===== config.mk =====
export PLATFORM = sky130hd
export DESIGN_NAME = sram_bridge_1x2_flat
export DESIGN_NICKNAME = d
export VERILOG_FILES = /design/src/rtl/sram_bridge_1x2_if.sv /design/src/rtl/sram_bridge_1x2.sv /design/src/flat_wrapper.sv
export SDC_FILE = /design/constraint.sdc
export NUM_CORES = 1
export LEC_CHECK = 0
export BUFFER_PORTS_ARGS = -buffer_cell sky130_fd_sc_hd__buf_4
export CORE_AREA = 4 4 116 118
export CTS_BUF_LIST = sky130_fd_sc_hd__clkbuf_4 sky130_fd_sc_hd__clkbuf_8 sky130_fd_sc_hd__clkbuf_16
export CTS_CLUSTER_DIAMETER = 100
export CTS_CLUSTER_SIZE = 12
export DETAILED_ROUTE_END_ITERATION = 12
export DIE_AREA = 0 0 120 122
export GPL_ROUTABILITY_DRIVEN = 0
export PLACE_DENSITY = 0.46
export SLEW_MARGIN = 0
export SYNTH_ARGS = -nofsm -noshare
export SYNTH_HDL_FRONTEND = slang
export SYNTH_SLANG_ARGS = --single-unit

===== constraint.sdc =====
create_clock -name clk -period 1.9 [get_ports clk]
set_clock_uncertainty 0.1 [all_clocks]
set_input_delay 0.285 -clock clk [delete_from_list [all_inputs] [get_ports clk]]
set_output_delay 0.285 -clock clk [all_outputs]
set_load 0.01 [all_outputs]

===== src/rtl/sram_bridge_1x2_if.sv =====
// Sram-like request/response bundle shared by the CPU-side port and both slave ports.
// The requester drives req and the request fields; the responder drives acceptance and data.
interface sram_bridge_1x2_if;
  logic        req;
  logic        wr;
  logic [1:0]  size;
  logic [31:0] addr;
  logic [31:0] wdata;
  logic        addr_ok;
  logic        data_ok;
  logic [31:0] rdata;

  modport master (
    output req,
    output wr,
    output size,
    output addr,
    output wdata,
    input  addr_ok,
    input  data_ok,
    input  rdata
  );

  modport slave (
    input  req,
    input  wr,
    input  size,
    input  addr,
    input  wdata,
    output addr_ok,
    output data_ok,
    output rdata
  );
endinterface


===== src/rtl/sram_bridge_1x2.sv =====
// One-to-two sram-like bridge: the address decode selects main memory (s0) or the confreg
// window (s1). An outstanding-request tracker keeps responses in order across slaves.
module sram_bridge_1x2 #(
  parameter int unsigned MAX_OUT   = 4,
  parameter logic [31:0] CONF_MASK = 32'hffff_0000,
  parameter logic [31:0] CONF_BASE = 32'h1faf_0000
) (
  input  logic              clk,
  input  logic              rst,
  sram_bridge_1x2_if.slave  m,
  sram_bridge_1x2_if.master s0,
  sram_bridge_1x2_if.master s1
);

  localparam int unsigned     CntW   = $clog2(MAX_OUT + 1);
  localparam logic [CntW-1:0] CntMax = CntW'(MAX_OUT);

  logic [CntW-1:0] cnt_q, cnt_d;
  logic            cur_sel_q, cur_sel_d;
  logic            tgt;
  logic            can_issue;
  logic            accept;
  logic            respond;

  // Only one slave may own outstanding requests; switching waits for a full drain.
  always_comb begin
    tgt       = ((m.addr & CONF_MASK) == CONF_BASE);
    can_issue = (cnt_q == '0) | ((cnt_q < CntMax) & (tgt == cur_sel_q));
  end

  // Request path: request fields are broadcast; only req is steered.
  always_comb begin
    s0.req   = m.req & ~tgt & can_issue;
    s1.req   = m.req &  tgt & can_issue;
    s0.wr    = m.wr;
    s1.wr    = m.wr;
    s0.size  = m.size;
    s1.size  = m.size;
    s0.addr  = m.addr;
    s1.addr  = m.addr;
    s0.wdata = m.wdata;
    s1.wdata = m.wdata;
    m.addr_ok = can_issue & (tgt ? s1.addr_ok : s0.addr_ok);
  end

  // Response path: responses from the non-owning slave or with nothing pending are dropped.
  always_comb begin
    m.data_ok = (cnt_q != '0) & (cur_sel_q ? s1.data_ok : s0.data_ok);
    m.rdata   = cur_sel_q ? s1.rdata : s0.rdata;
  end

  always_comb begin
    accept    = m.req & m.addr_ok;
    respond   = m.data_ok;
    cnt_d     = cnt_q;
    cur_sel_d = cur_sel_q;
    if (accept) begin
      cur_sel_d = tgt;
    end
    unique case ({accept, respond})
      2'b10:   cnt_d = cnt_q + CntW'(1);
      2'b01:   cnt_d = cnt_q - CntW'(1);
      default: cnt_d = cnt_q;
    endcase
  end

  always_ff @(posedge clk or posedge rst) begin
    if (rst) begin
      cnt_q     <= '0;
      cur_sel_q <= 1'b0;
    end else begin
      cnt_q     <= cnt_d;
      cur_sel_q <= cur_sel_d;
    end
  end

  cnt_bounded: assert property (@(posedge clk) disable iff (rst) cnt_q <= CntMax);

endmodule


===== src/flat_wrapper.sv =====
// flat-port wrapper written by rule: the top's interface ports become plain ports
module sram_bridge_1x2_flat 
#(
  parameter int unsigned MAX_OUT   = 4,
  parameter logic [31:0] CONF_MASK = 32'hffff_0000,
  parameter logic [31:0] CONF_BASE = 32'h1faf_0000
)
  (clk, rst, m_req, m_wr, m_size, m_addr, m_wdata, m_addr_ok, m_data_ok, m_rdata, s0_req, s0_wr, s0_size, s0_addr, s0_wdata, s0_addr_ok, s0_data_ok, s0_rdata, s1_req, s1_wr, s1_size, s1_addr, s1_wdata, s1_addr_ok, s1_data_ok, s1_rdata);
  sram_bridge_1x2_if m_i ();
  sram_bridge_1x2_if s0_i ();
  sram_bridge_1x2_if s1_i ();
  input  logic clk;
  input  logic rst;
  input wire logic [$bits(m_i.req)-1:0] m_req;
  input wire logic [$bits(m_i.wr)-1:0] m_wr;
  input wire logic [$bits(m_i.size)-1:0] m_size;
  input wire logic [$bits(m_i.addr)-1:0] m_addr;
  input wire logic [$bits(m_i.wdata)-1:0] m_wdata;
  output wire logic [$bits(m_i.addr_ok)-1:0] m_addr_ok;
  output wire logic [$bits(m_i.data_ok)-1:0] m_data_ok;
  output wire logic [$bits(m_i.rdata)-1:0] m_rdata;
  output wire logic [$bits(s0_i.req)-1:0] s0_req;
  output wire logic [$bits(s0_i.wr)-1:0] s0_wr;
  output wire logic [$bits(s0_i.size)-1:0] s0_size;
  output wire logic [$bits(s0_i.addr)-1:0] s0_addr;
  output wire logic [$bits(s0_i.wdata)-1:0] s0_wdata;
  input wire logic [$bits(s0_i.addr_ok)-1:0] s0_addr_ok;
  input wire logic [$bits(s0_i.data_ok)-1:0] s0_data_ok;
  input wire logic [$bits(s0_i.rdata)-1:0] s0_rdata;
  output wire logic [$bits(s1_i.req)-1:0] s1_req;
  output wire logic [$bits(s1_i.wr)-1:0] s1_wr;
  output wire logic [$bits(s1_i.size)-1:0] s1_size;
  output wire logic [$bits(s1_i.addr)-1:0] s1_addr;
  output wire logic [$bits(s1_i.wdata)-1:0] s1_wdata;
  input wire logic [$bits(s1_i.addr_ok)-1:0] s1_addr_ok;
  input wire logic [$bits(s1_i.data_ok)-1:0] s1_data_ok;
  input wire logic [$bits(s1_i.rdata)-1:0] s1_rdata;
  assign m_i.req = m_req;
  assign m_i.wr = m_wr;
  assign m_i.size = m_size;
  assign m_i.addr = m_addr;
  assign m_i.wdata = m_wdata;
  assign m_addr_ok = m_i.addr_ok;
  assign m_data_ok = m_i.data_ok;
  assign m_rdata = m_i.rdata;
  assign s0_req = s0_i.req;
  assign s0_wr = s0_i.wr;
  assign s0_size = s0_i.size;
  assign s0_addr = s0_i.addr;
  assign s0_wdata = s0_i.wdata;
  assign s0_i.addr_ok = s0_addr_ok;
  assign s0_i.data_ok = s0_data_ok;
  assign s0_i.rdata = s0_rdata;
  assign s1_req = s1_i.req;
  assign s1_wr = s1_i.wr;
  assign s1_size = s1_i.size;
  assign s1_addr = s1_i.addr;
  assign s1_wdata = s1_i.wdata;
  assign s1_i.addr_ok = s1_addr_ok;
  assign s1_i.data_ok = s1_data_ok;
  assign s1_i.rdata = s1_rdata;
  sram_bridge_1x2 #(.MAX_OUT(MAX_OUT), .CONF_MASK(CONF_MASK), .CONF_BASE(CONF_BASE)) u_core (.clk(clk), .rst(rst), .m(m_i), .s0(s0_i), .s1(s1_i));
endmodule

==> load_flow_metrics.sql, run 1 <==
INSERT INTO impl_metrics (metric_group, metric, value, unit) VALUES
('place', 'dp_hpwl', '4666', 'um'),
('yosys', 'syn-cell-area', '0.001798', 'mm2'),
('clock_tree', 'worst_skew_pair_latency', '0.22', 'ns'),
('floorplan', 'die-height', '122', 'um'),
('floorplan', 'fp.dieArea', '0.01464', 'mm2'),
('sta', 'finalCriticalPeriod', '1.937', 'ns'),
('clock_tree', 'cts_num_sinks', '4', ''),
('routing', 'route.detailed.wl_per_inst', '12.57', 'um'),
('setup_path', 'timing.critical_path.required', '1.90', 'ns'),
('finish', 'area_delta_synth_final', '38.00', '%'),
('setup_path', 'worst_r2r_path_depth', '9', ''),
('global_route', 'largest_net_degree_at_the_start_of_global_routing', '27', ''),
('routing', 'drc_errors', '0', ''),
('finish', 'final_cell_mix', 'buf_4 (174), mux2_2 (24), mux2_1 (8)', ''),
('min_path', 'timing.hold.worst_endpoint', 'u_core.cur_sel_q$_DFFE_PP0P_', ''),
('power_and_ir_drop', 'pwr_density_cell', '506.5', 'mW/mm2'),
('finish', 'fillerInstances', '1372', ''),
('place', 'place.port_buffers', '154', ''),
('clock_tree', 'tritoncts', 'yes', ''),
('finish', 'finish.utilization', '0.1990', ''),
('global_route', 'gr_overflow_total', '0', ''),
('sta', 'report.final.hold_viol_count', '0', ''),
('job', 'max-cap-violations', '0', ''),
('yosys', 'ys_seq_area_frac', '0.05567', ''),
('sta', 'setup_viol', '2', ''),
('routing', 'detail_route.wirelength', '5343', 'um'),
('setup_path', 'worstSetupStartpoint', 'm_addr[31]', ''),
('finish', 'diodes', '0', ''),
('setup_path', 'kind_of_end_point_of_the_critical_path', 'register', ''),
('yosys', 'post_synthesis_net_count', '349', ''),
('setup_path', 'crit_type', 'in2reg', ''),
('run_status', 'failed_checks', 'negative setup slack', ''),
('sta', 'max_freq', '516.3', 'MHz'),
('yosys', 'synth.yosys.warnings', '0', ''),
('setup_path', 'critical_path_arrival', '1.94', 'ns'),
('global_route', 'global_route_wire_length_before_repair', '7576', 'um'),
('power_and_ir_drop', 'total_leakage_power', '1.215', 'nW'),
('min_path', 'whs_path_depth', '3', ''),
('min_path', 'timing.hold.worst.class', 'in2reg', ''),
('setup_path', 'r2r-end', 'u_core.cnt_q[2]$_DFFE_PP0P_', ''),
('floorplan', 'num_io_pins', '308', ''),
('min_path', 'holdCritStartpoint', 's0_addr_ok', ''),
('yosys', 'synthTopCellsByArea', 'buf_4 (56%), mux2_2 (15%), dfrtp_1 (5.6%)', ''),
('global_route', 'antenna_violations_before_repair', '0', ''),
('floorplan', 'placementRows', '41', ''),
('sta', 'setup_ws', '-0.03683', 'ns'),
('power_and_ir_drop', 'max-vdd-ir-drop', '0.2233', 'mV'),
('finish', 'design.final.nets', '395', ''),
('yosys', 'synth.distinct_cells', '28', ''),
('finish', 'layout.cells.most_common', 'buf_4', ''),
('run_status', 'status', 'finished, violations left', ''),
('clock_tree', 'largest_buffer_count_on_any_clock_path', '2', ''),
('setup_path', 'crit_path_max_fanout', '2', ''),
('clock_tree', 'root_buffer', 'clkbuf_16', ''),
('routing', 'routed-via-count', '1349', ''),
('global_route', 'grt_pass1_vias', '1441', ''),
('sta', 'finalMaxSlewViolations', '0', ''),
('floorplan', 'fp.coreArea', '0.01247', 'mm2'),
('yosys', 'synth_top_area_frac', '0.5595', ''),
('yosys', 'synth_largest_area_cell', 'buf_4', ''),
('sta', 'maxSlewHeadroom', '0.7984', ''),
('setup_path', 'timing.reg2reg.setup_slack', '-0.04', 'ns'),
('routing', 'detailedRoute.firstIterationViolations', '17', ''),
('yosys', 'count_of_mapped_cells_out_of_synthesis', '209', ''),
('routing', 'drt-vias-per-instance', '3.174', ''),
('sta', 'fin_worst_hold_slack', '0.3054', 'ns'),
('routing', 'drt_pass1_iterations', '4', ''),
('sta', 'rsz_0062_raised_after_global_routing', 'true', ''),
('clock_tree', 'cts_max_level', '1', ''),
('yosys', 'syn_avg_cell_area', '8.603', 'um2'),
('setup_path', 'crit_path_frequent_cell', 'xor2_1', '');
## worst max path at each step
stage | to | slack, ns | cells after the start
floorplan | u_core.cnt_q[2]$_DFFE_PP0P_ | -0.24 | 10
global placement | u_core.cnt_q[2]$_DFFE_PP0P_ | -0.32 | 10
detailed placement | u_core.cnt_q[2]$_DFFE_PP0P_ | -0.34 | 10
CTS | u_core.cnt_q[2]$_DFFE_PP0P_ | -0.05 | 10
global route | u_core.cnt_q[2]$_DFFE_PP0P_ | -0.14 | 9
finish | u_core.cnt_q[2]$_DFFE_PP0P_ | -0.04 | 10
## cell type report
cell class / instances / area (um2) / area share
clock buffers: 3 / 75.07 / 0.03026
multi-input cells: 63 / 704.4 / 0.2839
inverters: 4 / 15.01 / 0.006051
repair buffers: 179 / 1370 / 0.5522
well taps: 172 / 215.2 / 0.08674
flip-flops and latches: 4 / 101.3 / 0.04085
## synthesized netlist by cell type
cell,count
buf_4,134
xor2_1,2
nand4_2,1
a31o_1,1
dfrtp_1,4
mux2_4,1
and3_1,1
inv_1,4
nand3_1,3
mux2_2,24
nor2b_1,1
xnor2_1,1
a22o_1,1
nand4bb_4,1
ha_1,1
nor4_4,1
o21ai_1,1
nand4b_4,1
fa_1,1
buf_2,4
mux2_1,8
nand3b_1,2
nor2_1,4
nor3_1,1
o21bai_1,1
nand2_1,1
mux2i_1,3
nand4bb_1,1
## per-layer routing
layer	global-route usage	wire [um]	part of all wire
met1	0.07529	2007	0.38
met3	0.02925	581	0.11
met4	0.02291	59	0.011
met2	0.1040	2694	0.50
met5	0	0	0
## repair_timing
action | 4_1_cts | 5_1_grt
setup buffers | 1 | 0
gates resized for setup | 10 | 4
pin swaps | 1 | 0
endpoints found under the setup margin | 27 | 26
hold buffers | 1 | 0
hold endpoints to repair | 4 | 0
## metrics by stage
stage                     setup slack (ns)  TNS [ns]  instance area (um2)  cells  total power, W
after floorplan                    -0.2406   -0.3889                 1813    209       0.0007199
after global placement             -0.3224   -0.6573                 2331    420       0.0008786
final                             -0.03683  -0.05631                 2481    425        0.001257
after global routing               -0.1429   -0.2547                 2481    425        0.001354
after detailed placement           -0.3372   -0.6882                 2331    420       0.0008847
after CTS                         -0.05347   -0.1243                 2460    425        0.001267
## power breakdown
| group | internal (W) | total [W] | switching (W) |
|---|---|---|---|
| Clock | 0.000269 | 0.000328 | 0.0000588 |
| Sequential | 0.000122 | 0.000183 | 0.0000609 |
| Combinational | 0.000457 | 0.000746 | 0.000289 |
## cell families after synthesis
kind of cell,after synthesis,synth area share
compound gates,4,0.01670
xor+xnor,3,0.01462
fa+ha+maj,2,0.01809
buf+inv,142,0.5790
flops,4,0.05567
mux,36,0.2255
simple gates,18,0.09046
## state kept, by name (all words and copies together) (netlist names)
signal / flops
u_core.cnt_q: 3
u_core.cur_sel_q: 1
## worst max-delay path: cells and delay by family
family | cells | cell delay (ns)
xor+xnor | 2 | 0.27
buf+inv | 2 | 0.15
simple gates | 3 | 0.54
mux | 1 | 0.35
fa+ha+maj | 2 | 0.34
Note: power is estimated with default switching activity, not from simulation.
==> inputs of run 2 (changes only) <==
Settings changed: CORE_AREA 4 4 116 118 to 3 3 118 120, CTS_CLUSTER_SIZE 12 to default, DIE_AREA 0 0 120 122 to 0 0 121 123, PLACE_DENSITY 0.46 to 0.44.
==> run 2 against run 1 <==
Effect of this change: the run still ends with negative setup slack left; sequential power fell by 8%; combinational power rose by 4.3%; global-route usage fell by 0.059 points; non-clock buffer count rose by 5; die area rose by 1.7%; power rose by 1.2%; critical path type unchanged; largest power group unchanged; highest routed layer unchanged.
==> load_flow_metrics.sql, run 2 (synthesis results as in run 1) <==
INSERT INTO impl_metrics (metric_group, metric, value, unit) VALUES
('place', 'dp.cells', '426', ''),
('clock_tree', 'root_buffer', 'clkbuf_16', ''),
('routing', 'drt-vias-per-instance', '3.187', ''),
('place', 'placement.cell_area', '0.002351', 'mm2'),
('sta', 'worstMarginPinSlew', '0.2744', 'ns'),
('routing', 'routed-via-count', '1383', ''),
('power_and_ir_drop', 'power.internal', '0.0008637', 'W'),
('global_route', 'gr_overflow_total', '0', ''),
('run_status', 'status', 'finished, violations left', ''),
('floorplan', 'floorplan.die.width', '121', 'um'),
('job', 'max-cap-violations', '0', ''),
('floorplan', 'start_util', '0.1374', ''),
('sta', 'finalMaxSlewViolations', '0', ''),
('clock_tree', 'tritoncts', 'yes', ''),
('run_status', 'failed_checks', 'negative setup slack', ''),
('power_and_ir_drop', 'share_comb_of_total_power', '0.612', ''),
('finish', 'layout.cells.most_common', 'buf_4', ''),
('finish', 'fillerInstances', '1444', ''),
('floorplan', 'fp.coreArea', '0.01309', 'mm2'),
('routing', 'met2_wl', '2788', 'um'),
('power_and_ir_drop', 'p_clk_frac', '0.256', ''),
('clock_tree', 'cts_max_level', '1', ''),
('setup_path', 'crit_path_max_fanout', '2', ''),
('sta', 'setup_viol', '2', ''),
('routing', 'maxUsedRoutingLayer', 'met4', ''),
('global_route', 'antenna_violations_before_repair', '0', ''),
('global_route', 'largest_net_degree_at_the_start_of_global_routing', '35', ''),
('global_route', 'grt_util_all_layers', '0.06375', ''),
('finish', 'design.final.nets', '400', ''),
('sta', 'max_freq', '493.6', 'MHz'),
('finish', 'largest_register', 'u_core.cnt_q', ''),
('sta', 'finalCriticalPeriod', '2.026', 'ns'),
('global_route', 'grt_pass1_vias', '1398', ''),
('clock_tree', 'largest_buffer_count_on_any_clock_path', '2', ''),
('finish', 'largest_register_ff_count', '3', ''),
('setup_path', 'crit_path_start_kind', 'input port', ''),
('clock_tree', 'worst_skew_pair_latency', '0.22', 'ns'),
('power_and_ir_drop', 'seq_power_share', '0.132', ''),
('power_and_ir_drop', 'pwr_density_cell', '501.6', 'mW/mm2'),
('routing', 'antenna_left', '0', ''),
('sta', 'rsz_0062_raised_after_global_routing', 'true', ''),
('place', 'dp_hpwl', '4777', 'um'),
('finish', 'layout.cell_area.non_filler', '0.002535', 'mm2'),
('floorplan', 'num_io_pins', '308', ''),
('global_route', 'global_route_wire_length_before_repair', '7341', 'um'),
('power_and_ir_drop', 'p_sw_frac', '0.3207', ''),
('sta', 'setup_ws', '-0.1258', 'ns'),
('finish', 'share_of_post_route_cells_with_drive_strength_above_1', '0.8643', ''),
('sta', 'maxSlewHeadroom', '0.8157', ''),
('finish', 'final_cell_mix', 'buf_4 (179), mux2_2 (24), mux2_1 (7)', ''),
('finish', 'diodes', '0', ''),
('sta', 'report.final.hold_viol_count', '0', ''),
('routing', 'met3RoutedLength', '810', 'um'),
('setup_path', 'crit_type', 'in2reg', ''),
('min_path', 'timing.hold.worst.class', 'in2reg', ''),
('place', 'place_worst_setup_slack', '-0.3773', 'ns'),
('clock_tree', 'cts-buffers-inserted', '3', ''),
('floorplan', 'placementRows', '42', ''),
('finish', 'finish.cell_count_without_fillers', '434', ''),
('power_and_ir_drop', 'max-vdd-ir-drop', '0.1948', 'mV'),
('finish', 'area_delta_synth_final', '40.99', '%'),
('place', 'place.port_buffers', '154', ''),
('setup_path', 'timing.critical_path.required', '1.94', 'ns'),
('power_and_ir_drop', 'total_leakage_power', '1.243', 'nW'),
('clock_tree', 'cts_num_sinks', '4', ''),
('routing', 'detail_route.wirelength.met1', '1911', 'um'),
('routing', 'detailedRoute.firstIterationViolations', '16', ''),
('floorplan', 'fp.dieArea', '0.01488', 'mm2'),
('setup_path', 'critical_path_arrival', '2.07', 'ns'),
('routing', 'route.detailed.wl_per_inst', '12.99', 'um'),
('routing', 'detail_route.wirelength', '5638', 'um'),
('routing', 'drt_pass1_iterations', '3', ''),
('sta', 'fin_worst_hold_slack', '0.3095', 'ns'),
('finish', 'largest_registers', 'u_core.cnt_q: 3 flops, u_core.cur_sel_q: 1 flops', ''),
('sta', 'fin_crit_sh', '1.066', ''),
('power_and_ir_drop', 'total_switching_power', '0.0004077', 'W'),
('clock_tree', 'clk_pin_slew_worst_paths', '0.03', 'ns'),
('floorplan', 'die-height', '123', 'um'),
('routing', 'drc_errors', '0', ''),
('setup_path', 'kind_of_end_point_of_the_critical_path', 'register', '');
## run 2: path summary, 6_finish.rpt
kind / from / cells after the start / slack [ns] / to
max: m_addr[22] / 10 / -0.13 / u_core.cnt_q[2]$_DFFE_PP0P_
min: s0_addr_ok / 3 / 0.31 / u_core.cur_sel_q$_DFFE_PP0P_
max reg2reg: u_core.cnt_q[1]$_DFFE_PP0P_ / 9 / -0.12 / u_core.cnt_q[2]$_DFFE_PP0P_
min reg2reg: u_core.cnt_q[2]$_DFFE_PP0P_ / 2 / 0.51 / u_core.cnt_q[2]$_DFFE_PP0P_
max in group asynchronous: rst / 3 / 1.09 / u_core.cur_sel_q$_DFFE_PP0P_
min in group asynchronous: rst / 3 / 0.44 / u_core.cnt_q[2]$_DFFE_PP0P_
## run 2: final cells by class
class	count	area [um2]	area share
clock buffer	3	75.07	0.02962
inverter	4	15.01	0.005923
multi-input combinational	63	701.9	0.2769
sequential	4	101.3	0.03998
tap	176	220.2	0.08687
timing repair buffer	184	1421	0.5607
## run 2: power groups by stage
| stage | combinational [W] | sequential, W | clock [W] |
|---|---|---|---|
| 2_1_floorplan | 0.000561 | 0.000159 | 0 |
| 3_3_place_gp | 0.000745 | 0.000149 | 0 |
| 3_5_place_dp | 0.000760 | 0.000148 | 0 |
| 4_1_cts | 0.000777 | 0.000148 | 0.000333 |
| 5_1_grt | 0.000853 | 0.000173 | 0.000339 |
| 6_report | 0.000778 | 0.000168 | 0.000326 |
## run 2: critical path, cell delays in order
cell and delay [ns]:
buf_6 0.09, nand4bb_4 0.22, nor4_4 0.28, mux2_4 0.35
ha_4 0.16, buf_4 0.12, buf_4 0.12, xor2_1 0.15
nor2_1 0.14, xor2_1 0.15
## run 2: repair_timing
| action | in CTS | in global routing |
|---|---|---|
| hold buffers | 1 | 0 |
| resized for setup | 7 | 6 |
| gates cloned | 0 | 1 |
| setup buffers | 2 | 2 |
| setup endpoints to repair | 34 | 5 |
| endpoints found under the hold margin | 4 | 0 |
| pin swaps | 0 | 3 |
## run 2: metal layers
| metal | track usage | vias to the layer above |
|---|---|---|
| li1 | - | 646 |
| met5 | 0 | - |
| met1 | 0.06493 | 619 |
| met2 | 0.09969 | 97 |
| met4 | 0.03045 | 0 |
| met3 | 0.04437 | 21 |
## run 2: through the flow
| stage | util | TNS [ns] | total power (W) |
|---|---|---|---|
| finish | 0.1937 | -0.1492 | 0.001271 |
| global placement | 0.1797 | -0.5125 | 0.0008935 |
| CTS | 0.1895 | -0.1401 | 0.001258 |
| floorplan | - | -0.3889 | 0.0007199 |
| global route | 0.1937 | -0.3317 | 0.001365 |
| detailed placement | 0.1797 | -0.6572 | 0.0009079 |
